==> src/rtl/dequant_pkg.sv <==
// rtl/dequant_pkg.sv - widths, default scale/zero point and clamp bounds shared with the quantizer
package dequant_pkg;
    localparam int Q_W        = 8;
    localparam int DIFF_W     = 9;
    localparam int PROD_W     = 42;
    localparam int OUT_W      = 32;
    localparam int OUT_FRAC   = 24;
    localparam int SCALE_FRAC = 32;
    localparam int DROP_BITS  = SCALE_FRAC - OUT_FRAC;

    localparam logic [31:0]      DEFAULT_SCALE_Q0_32 = 32'd512730592;
    localparam logic [Q_W-1:0]   DEFAULT_ZERO_POINT  = 8'd0;

    localparam logic [OUT_W-1:0] SAT_MAX = 32'h7FFF_FFFF;
    localparam logic [OUT_W-1:0] SAT_MIN = 32'h8000_0000;
endpackage

==> src/rtl/dequant_round_sat.sv <==
// rtl/dequant_round_sat.sv - Q9.32 product to Q8.24 with clamp; DEQUANT_ROUND_EN selects half-up rounding over floor
module dequant_round_sat
    import dequant_pkg::*;
(
    input  logic signed [PROD_W-1:0] prod,
    output logic [OUT_W-1:0]         data,
    output logic                     sat
);
    localparam int SHIFT_W = PROD_W + 1 - DROP_BITS;

`ifdef DEQUANT_ROUND_EN
    localparam logic signed [PROD_W:0] ROUND_HALF =
        {{(PROD_W + 1 - DROP_BITS){1'b0}}, 1'b1, {(DROP_BITS - 1){1'b0}}};
`endif

    logic signed [PROD_W:0]   adj;
    logic [SHIFT_W-1:0]       shifted;
    logic [SHIFT_W-OUT_W:0]   upper;

    always_comb begin
        adj = {prod[PROD_W-1], prod};
`ifdef DEQUANT_ROUND_EN
        adj = adj + ROUND_HALF;
`endif
        shifted = SHIFT_W'(adj >>> DROP_BITS);
        // fits in OUT_W signed bits only when the sign bit and everything above it agree
        upper = shifted[SHIFT_W-1:OUT_W-1];
        sat   = !((&upper) | ~(|upper));
        data  = shifted[OUT_W-1:0];
        if (sat) begin
            data = shifted[SHIFT_W-1] ? SAT_MIN : SAT_MAX;
        end
    end
endmodule

==> src/rtl/dequantize_q8_24_stream.sv <==
// rtl/dequantize_q8_24_stream.sv - 3-stage valid/ready dequantizer q8 -> Q8.24 with frame tagging; DEQUANT_ROUND_EN enables rounding
module dequantize_q8_24_stream
    import dequant_pkg::*;
#(
    parameter logic [31:0]    SCALE_Q0_32 = DEFAULT_SCALE_Q0_32,
    parameter logic [Q_W-1:0] ZERO_POINT  = DEFAULT_ZERO_POINT,
    parameter int             FRAME_LEN   = 3025,
    parameter int             CNT_W       = 12
) (
    input  logic             clk,
    input  logic             rst_n,
    input  logic             in_valid,
    output logic             in_ready,
    input  logic [Q_W-1:0]   in_q,
    output logic             out_valid,
    input  logic             out_ready,
    output logic [OUT_W-1:0] out_data,
    output logic             out_last,
    output logic             out_sat
);
    localparam logic signed [PROD_W-1:0] SCALE_EXT = {{(PROD_W - 32){1'b0}}, SCALE_Q0_32};

    logic                      en;
    logic                      tag_last;
    logic [CNT_W-1:0]          cnt;
    logic                      s1_valid, s1_last;
    logic signed [DIFF_W-1:0]  s1_diff;
    logic signed [PROD_W-1:0]  diff_ext;
    logic                      s2_valid, s2_last;
    logic signed [PROD_W-1:0]  s2_prod;
    logic [OUT_W-1:0]          s3_data;
    logic                      s3_sat;

    // the whole pipeline moves as one; a stalled output freezes every stage
    assign en       = ~out_valid | out_ready;
    assign in_ready = en;
    assign tag_last = (cnt == CNT_W'(FRAME_LEN - 1));
    assign diff_ext = {{(PROD_W - DIFF_W){s1_diff[DIFF_W-1]}}, s1_diff};

    dequant_round_sat u_round_sat (
        .prod (s2_prod),
        .data (s3_data),
        .sat  (s3_sat)
    );

    always_ff @(posedge clk) begin
        if (!rst_n) begin
            cnt       <= '0;
            s1_valid  <= 1'b0;
            s1_last   <= 1'b0;
            s1_diff   <= '0;
            s2_valid  <= 1'b0;
            s2_last   <= 1'b0;
            s2_prod   <= '0;
            out_valid <= 1'b0;
            out_data  <= '0;
            out_last  <= 1'b0;
            out_sat   <= 1'b0;
        end else if (en) begin
            s1_valid  <= in_valid;
            s1_last   <= in_valid & tag_last;
            s1_diff   <= $signed({1'b0, in_q}) - $signed({1'b0, ZERO_POINT});
            s2_valid  <= s1_valid;
            s2_last   <= s1_last;
            s2_prod   <= diff_ext * SCALE_EXT;
            out_valid <= s2_valid;
            out_data  <= s3_data;
            out_last  <= s2_last;
            out_sat   <= s3_sat;
            if (in_valid) begin
                cnt <= tag_last ? '0 : cnt + CNT_W'(1);
            end
        end
    end
endmodule

==> config.mk <==
export PLATFORM = sky130hd
export DESIGN_NAME = dequantize_q8_24_stream
export DESIGN_NICKNAME = d
export VERILOG_FILES = /design/src/rtl/dequant_pkg.sv /design/src/rtl/dequant_round_sat.sv /design/src/rtl/dequantize_q8_24_stream.sv
export SDC_FILE = /design/constraint.sdc
export NUM_CORES = 1
export LEC_CHECK = 0
export CORE_MARGIN = 2
export CORE_UTILIZATION = 30
export DETAILED_ROUTE_END_ITERATION = 10
export PLACE_DENSITY = 0.47
export REMOVE_ABC_BUFFERS = 1
export SYNTH_ARGS = -nofsm -noshare
export SYNTH_HDL_FRONTEND = slang
export SYNTH_SLANG_ARGS = --single-unit
==> constraint.sdc <==
create_clock -name clk -period 5.9 [get_ports clk]
set_input_delay 1.18 -clock clk [delete_from_list [all_inputs] [get_ports clk]]
set_output_delay 1.18 -clock clk [all_outputs]
set_load 0.005 [all_outputs]
---- After elaboration in Yosys (flattened, before gate mapping) ----
Index checks and enable logic that the tools add are counted.
operators by class
  add/subtract/negate cells ............... 1
  $mul .................................... 1
  eq/ne operators ......................... 1
  muxes and demuxes ....................... 3
  bitwise gates (word level) .............. 5
  reduce and logical (&&, ||, !) cells .... 4
operators with widths
  kind                                                                   number
  32-bit 2-to-1 mux                                                      2
  8-bit by 24-bit multiplier with 32-bit output (second input constant)  1
  12-bit by 1-bit adder with 12-bit output (second input constant)       1
  12-bit == test (second input constant)                                 1
  12-bit 2-to-1 mux                                                      1
  3-bit AND reduction                                                    1
  3-bit OR reduction                                                     1
  1-bit NOT                                                              2
  1-bit OR                                                               2
  2-bit AND reduction                                                    1
  1-bit bitwise AND                                                      1
  1-bit zero test                                                        1
storage, ports and cells
  register bits after elaboration ......... 96
  input port bits ......................... 12

---- Logic depth before layout (Yosys ltp) ----
Gate-level depths: netlist (run 1).
  depth in word-level cells ............... 4
  mapped depth ............................ 16

---- By module ----
Synthesis (run 1) repeated with hierarchy kept, for this count alone.
unflattened totals
  cells, all modules ...................... 925
  area, all modules ....................... 7,694.9 um^2
by module, submodules not included
  module                   instances  cells each  area each (um^2)
  dequantize_q8_24_stream  1          810         6,976.7
  dequant_round_sat        1          115         718.2

---- Worst setup path before layout (run 1) ----
OpenSTA, ideal clock, no wires.
  path type ............................... register to register
  from .................................... reg s1_diff[5]
  to ...................................... reg s2_prod[25]
  library setup time ...................... 0.117 ns
  arrival ................................. 4.086 ns
  slack ................................... 1.697 ns
  cell stages (with the launch flop) ...... 14
  clock period less this slack ............ 4.203 ns
  path through ............................ dfxtp_1 fa_1 inv_1 fa_1 inv_1 fa_1 fa_1 ha_1 a21oi_1 o221a_4 o21a_4 a21boi_2 or3_1 a32o_1
on the way
  word-level cells in the longest chain between the ends .. 1
ends and longest elaborated chain
  item                                           RTL line                       text
  start, declared                                dequantize_q8_24_stream.sv:27  logic signed [DIFF_W-1:0] s1_diff;
  start signal, assigned                         dequantize_q8_24_stream.sv:62  s1_diff <= $signed({1'b0, in_q}) - $signed({1'b0, ZERO_POINT});
  8-bit by 24-bit multiplier with 32-bit output  dequantize_q8_24_stream.sv:65  s2_prod <= diff_ext * SCALE_EXT;
  end signal, assigned                           dequantize_q8_24_stream.sv:65
  end, declared                                  dequantize_q8_24_stream.sv:30  logic signed [PROD_W-1:0] s2_prod;
Every way passes these cells.
A chain may end at the register's enable or synchronous reset.

---- Worst setup path after layout (run 1) ----
  from .................................... reg s1_diff[5]
  to ...................................... reg s2_prod[36]
The elaborated chain is that of the path after synthesis.

==> run_results.csv, run 1 <==
group,metric,value,unit
synth,yosysWarnings,0,
timing,report.final.setup_viol,0,
drt,wire_per_inst,15.7,um
setup_path,crit_path_cell_trace,"fa_1, inv_1, fa_1, inv_1, fa_1, fa_1, ha_1, o211ai_1, a211oi_2, o2111ai_1, a21o_1, a32o_1",
grt,grt_first_pass_wirelength,28900,um
timing,finClkSkew,0.00853,ns
grt,grt_antenna_before_repair,0,
grt,track_usage,15.4,%
setup_path,critPathKind,"reg -> reg",
die,core.rowCount,54,
layout,fillers,2319,
layout,register_area,1680,um2
power,p_leak,0.00341,uW
grt,grt_max_degree,59,
timing,layout_min_cycle_time,4.74,ns
timing,post-route-period-util,80.4,%
timing,worst_pin_slew,1.11,ns
min_path,hp-start,"out_data[2]",
layout,syn_to_final_growth,14.2,%
layout,drive_gt1_share,4.72,%
die,die-area,23700,um2
setup_path,endpoint_kind,"register",
drt,avgViaCountPerCell,4.79,
synth,synth_area_leader_cell,"dfxtp_1",
synth,syn_area_per_cell,8.46,um2
synth,synth_top_cell_area_share,25.0,%
synth,synth-edff-count,0,
clocking,clock-sinks,84,
setup_path,r2r-end,"s2_prod[36]",
clocking,cts_resized,0,
power,p_per_area,360,nW/um2
synth,yosys-top-cells-area,"dfxtp_1 (25%), fa_1 (16%), ha_1 (13%)",
timing,hold_violations,0,
drt,first_pass_iters,4,
synth,async_flop_share,0,%
min_path,min_to,"out_data[2]",
die,coreArea,22000,um2
layout,multi_input_area,4500,um2
min_path,holdPathStages,2,
setup_path,rr_worst_depth,12,
synth,yosysSeqAreaShare,25.0,%
setup_path,cp.arrival,5.00,ns
drt,wl,17400,um
die,io_pins,48,
run,max_cap_violations,0,
status,status,"completed",
drt,dr.first_iter.drc_count,344,
clocking,cts_hold_buf,0,
setup_path,r2r-start,"s1_diff[5]",
clocking,cts_htree_levels,3,
drt,vias,5301,
placement,gp_congestion,0.898,
layout,final_common_cell,"nand2_1",
die,die_x,154,um
die,start_util,30.7,%
timing,relSlewSlack,25.4,%
setup_path,crit_required,6.15,ns
min_path,hp-class,"reg -> reg",
setup_path,cpMostUsedCell,"fa_1",
clocking,cts_buffer_depth,2,
grt,grt-ovfl-total,0,
clocking,cts_tree,"yes",
timing,max_freq,211,MHz
synth,syn-cell-area,6740,um2
placement,io_buffers,43,
layout,diodes,0,
die,die_h,154,um
grt,grt_pass1_vias,5342,
setup_path,max_stage_delay,0.65,ns
setup_path,start_kind,"register",
timing,drv_slew,0,
synth,ys_types,70,
clocking,path_clk_slew,0.07,ns
clocking,cts_buffers,9,
setup_path,crit_fanout,8,
synth,ys_seq_elements,84,
timing,tns,0,ns
drt,ant_nets,0,
layout,layout.nets,958,
clocking,postCtsSetupBuffers,0,
clocking,cts_root_buf,"clkbuf_16",
setup_path,regToRegSetupSlack,1.16,ns
clocking,clk-insertion-delay-late,0.36,ns
synth,synth_cells,797,
power,peakVddDrop,0.000152,V
layout,fin_util,35.0,%
placement,dpl.hpwl,13500,um
synth,synth_flop_cell,"dfxtp_1",
drt,drc,0,
layout,layout_common_cells,"nand2_1 (129), inv_1 (109), a21oi_1 (85)",
setup_path,critPathSlowestCell,"fa_1",
timing,rsz0062_at_grt,"no",
==> power breakdown <==
part	internal, uW	total (uW)	switching [uW]
sequential	697	770	73.7
clock	300	586	286
combinational	585	1410	829
total	1580	2770	1190
==> critical path, delay by kind of cell, from the launching register on <==
family,cells,cell delay [ns]
AO/OA/AOI/OAI,5,1.47
buffers and inverters,2,0.23
adder cells (fa/ha/maj),5,2.52
flip-flops,1,0.42
==> synth_stat cells, types with 3 or more instances <==
library cell / instances
nand2_1: 129
inv_1: 111
a21oi_1: 85
dfxtp_1: 84
ha_1: 71
fa_1: 54
nor2_1: 40
nand3_1: 20
clkbuf_1: 19
a21o_1: 13
o21ai_0: 13
nand4_1: 11
xnor2_1: 11
o21ai_1: 8
or3_1: 8
xor2_1: 8
nor3_1: 7
buf_1: 6
buf_4: 6
o21bai_1: 6
and2_1: 5
buf_2: 5
o211ai_1: 5
o31ai_1: 4
a221o_1: 3
a32o_1: 3
and3_1: 3
and4_1: 3
o21ai_2: 3
==> per-layer routing <==
metal	global-route usage, %	routed length, um	vias up
met5	0	0	-
met4	4.14	263	0
met3	2.68	507	15
met2	24.7	7810	72
met1	21.4	8810	2502
li1	-	-	2712
==> registers in the layout, indices dropped and copies added (netlist names), 8 cells and up <==
signal    flops
s1_diff       8
out_data     29
cnt          12
s2_prod      29
==> final cells by class <==
| cell class | instances | area share [%] |
|---|---|---|
| Clock buffer | 9 | 2.93 |
| Sequential cell | 84 | 21.9 |
| Clock inverter | 7 | 0.959 |
| Tap cell | 280 | 4.55 |
| Timing Repair Buffer | 46 | 5.89 |
| Multi-Input combinational cell | 569 | 58.4 |
| Inverter | 111 | 5.41 |
==> through the flow <==
stage | instance area [um2] | hold WS (ns) | power, uW | instances | setup slack [ns]
after global placement | 7400 | 0.438 | 2200 | 1090 | 1.22
after floorplan | 6590 | 0.425 | 1780 | 764 | 0.0792
after CTS | 7700 | 0.454 | 2810 | 1106 | 1.19
final | 7700 | 0.449 | 2770 | 1106 | 1.16
after detailed placement | 7400 | 0.444 | 2200 | 1090 | 1.23
after global routing | 7700 | 0.468 | 3030 | 1106 | 0.887
==> cell families (layout without fill, tap and decap cells) <==
kind of cell | Yosys count | count (layout) | share of synthesized area [%]
AND/OR/NAND/NOR | 241 | 241 | 16.1
AO/OA/AOI/OAI | 178 | 178 | 18.3
buffers and inverters | 147 | 173 | 8.61
adder cells (fa/ha/maj) | 125 | 125 | 29.2
flip-flops | 84 | 84 | 25.0
XOR/XNOR | 19 | 19 | 2.47
multiplexers | 2 | 2 | 0.297
other | 1 | 4 | 0.0556
==> worst max-delay path by stage <==
| stage | startpoint | to | depth (start not counted) |
|---|---|---|---|
| after detailed placement | s1_diff[2] | s2_prod[31] | 13 |
| final | s1_diff[5] | s2_prod[36] | 12 |
| after CTS | s1_diff[5] | s2_prod[36] | 12 |
| after global routing | s1_diff[2] | s2_prod[31] | 13 |
| after floorplan | out_ready | in_ready | 2 |
| after global placement | s1_diff[2] | s2_prod[36] | 13 |
(Power assumes the default switching activity.)
==> run 2, diff against run 1 <==
==> constraint.sdc (replaced) <==
create_clock -name clk -period 4.74 [get_ports clk]
set_input_delay 0.948 -clock clk [delete_from_list [all_inputs] [get_ports clk]]
set_output_delay 0.948 -clock clk [all_outputs]
set_load 0.005 [all_outputs]
==> run 2 against run 1 <==
Against the previous run:
- sequential share of layout area fell by 0.33 points
- global-route usage is 0.30 points lower
- clock skew is essentially flat
- combinational power up 26%
- non-clock buffer count rose by 15
- maximum frequency up 4.9%
- critical path type unchanged
- highest routed layer unchanged
==> run_results.csv, run 2 (synthesized netlist as in run 1, its figures left out) <==
group,metric,value,unit
grt,use_met2,23.9,%
timing,drv_slew,0,
setup_path,crit_path_end,"s2_prod[36]",
layout,diodes,0,
setup_path,endpoint_kind,"register",
timing,report.final.setup_viol,0,
grt,grt_max_degree,62,
setup_path,critPathSlowestCell,"fa_1",
die,io_pins,48,
setup_path,cp.arrival,4.77,ns
grt,met3_usage,1.92,%
setup_path,start_kind,"register",
layout,syn_to_final_growth,16.1,%
setup_path,max_stage_delay,0.60,ns
setup_path,r2r-start,"s1_diff[6]",
layout,largestRegisters,"out_data: 29 flops, s2_prod: 29 flops, cnt: 12 flops",
timing,worst_pin_slew,0.674,ns
setup_path,timing.critical_path.from,"s1_diff[6]",
drt,ant_nets,0,
timing,rsz0062_at_grt,"no",
timing,relSlewSlack,55.1,%
setup_path,crit_fanout,7,
setup_path,critPathKind,"reg -> reg",
clocking,clock-sinks,84,
drt,wl,17200,um
grt,track_usage,15.1,%
drt,drc,0,
timing,post-route-period-util,95.4,%
die,core.rowCount,54,
drt,dr.first_iter.drc_count,236,
power,p_per_area,442,nW/um2
clocking,clk-insertion-delay-late,0.36,ns
grt,grt-ovfl-total,0,
die,die-area,23700,um2
grt,grt_antenna_before_repair,0,
die,die_x,154,um
setup_path,crit_path_cell_trace,"fa_1, inv_1, fa_1, inv_1, fa_1, fa_1, ha_1, a21o_1, a221oi_4, o21ai_2, o2111ai_1, nand3_1, a32o_1",
drt,vias,5312,
layout,layout.nets,973,
grt,gr-max-usage-layer,"met2",
power,p_total,3460,uW
setup_path,rr_worst_depth,13,
setup_path,regToRegSetupSlack,0.22,ns
clocking,cts_htree_levels,3,
timing,tns,0,ns
layout,final_common_cell,"nand2_1",
die,start_util,30.7,%
power,peakVddDrop,0.000202,V
clocking,cts_root_buf,"clkbuf_16",
setup_path,cpMostUsedCell,"fa_1",
placement,gp_congestion,0.890,
run,max_cap_violations,0,
drt,wire_per_inst,15.3,um
timing,hold_violations,0,
status,status,"completed",
timing,layout_min_cycle_time,4.52,ns
min_path,hp-class,"reg -> reg",
timing,finClkSkew,0.00892,ns
clocking,cts_buffers,9,
power,p_leak,0.00349,uW
grt,grt_pass1_vias,5340,
clocking,cts_buffer_depth,2,
drt,avgViaCountPerCell,4.74,
drt,first_pass_iters,6,
grt,grt_first_pass_wirelength,28200,um
setup_path,crit_required,4.99,ns
die,die_h,154,um
clocking,cts_tree,"yes",
layout,fillers,2296,
clocking,path_clk_slew,0.07,ns
clocking,cts_hold_buf,0,
setup_path,r2r-end,"s2_prod[36]",
placement,dpl.hpwl,13700,um
layout,layout_common_cells,"nand2_1 (129), inv_1 (109), a21oi_1 (85)",
die,coreArea,22000,um2
timing,max_freq,221,MHz
layout,drive_gt1_share,6.78,%
grt,grtUsageMet1,20.9,%
placement,io_buffers,43,
[run 2: cell types whose count changed in the layout (fill, tap and decap cells not counted)]
cell	delta
buf_4	+15
a221oi_1	-1
a221oi_2	+1
dfxtp_1	-1
dfxtp_2	+1
fa_1	-1
fa_2	+1
inv_6	-1
inv_8	+1
[run 2: area by class of cell]
class | instances | area (um2) | area share (%)
clock inverters | 7 | 76.3 | 0.976
multi-input cells | 569 | 4500 | 57.6
flip-flops and latches | 84 | 1680 | 21.5
clock buffers | 9 | 225 | 2.88
inverters | 111 | 417 | 5.33
well taps | 280 | 350 | 4.48
repair buffers | 61 | 566 | 7.23
[run 2: where the power goes]
group / total [uW] / leakage, uW / internal [uW] / switching [uW]
clock: 724 / 0.000149 / 375 / 349
sequential: 952 / 0.000692 / 867 / 84.2
combinational: 1780 / 0.00265 / 740 / 1040
total: 3460 / 0.00349 / 1980 / 1470
[run 2: repair_timing]
action / CTS / global route
buffers inserted: 0 / 1
endpoints found under the setup margin: 0 / 9
gates resized for setup: 0 / 3
[run 2: how the worst min path moves through the flow]
stage	slack, ns	depth (start not counted)	endpoint	start
2_1_floorplan	0.42	2	s2_prod[21]	s2_prod[21]
3_3_place_gp	0.44	2	out_data[3]	out_data[3]
3_5_place_dp	0.44	2	out_data[3]	out_data[3]
4_1_cts	0.45	2	out_data[3]	out_data[3]
5_1_grt	0.47	2	s2_valid	s2_valid
6_report	0.45	2	out_data[3]	out_data[3]
[run 2: metrics by stage]
| step | utilization (%) | hold slack, ns | cells | instance area (um2) | worst slack, ns |
|---|---|---|---|---|---|
| floorplan | - | 0.425 | 764 | 6590 | -0.831 |
| global placement | 34.2 | 0.440 | 1104 | 7500 | 0.176 |
| detailed placement | 34.2 | 0.443 | 1104 | 7500 | 0.112 |
| CTS | 35.5 | 0.453 | 1120 | 7800 | 0.0909 |
| global route | 35.6 | 0.467 | 1121 | 7820 | 0.0137 |
| finish | 35.6 | 0.449 | 1121 | 7820 | 0.220 |
[run 2: worst max-delay path, delay by kind of cell (launching register included)]
family / cells / cell delay (ns)
AOI/OAI and AO/OA: 5 / 1.31
DFF: 1 / 0.38
adders and majority gates: 5 / 2.37
and+or+nand+nor: 1 / 0.12
buffers and inverters: 2 / 0.24
[run 2: per-layer routing]
metal  vias to the layer above  part of all wire [%]  wire [um]
met5                         -                     0          0
met4                         0                   1.9        332
met3                        21                   2.6        455
met2                        63                    45       7780
met1                      2490                    50       8620
li1                       2738                     -          -
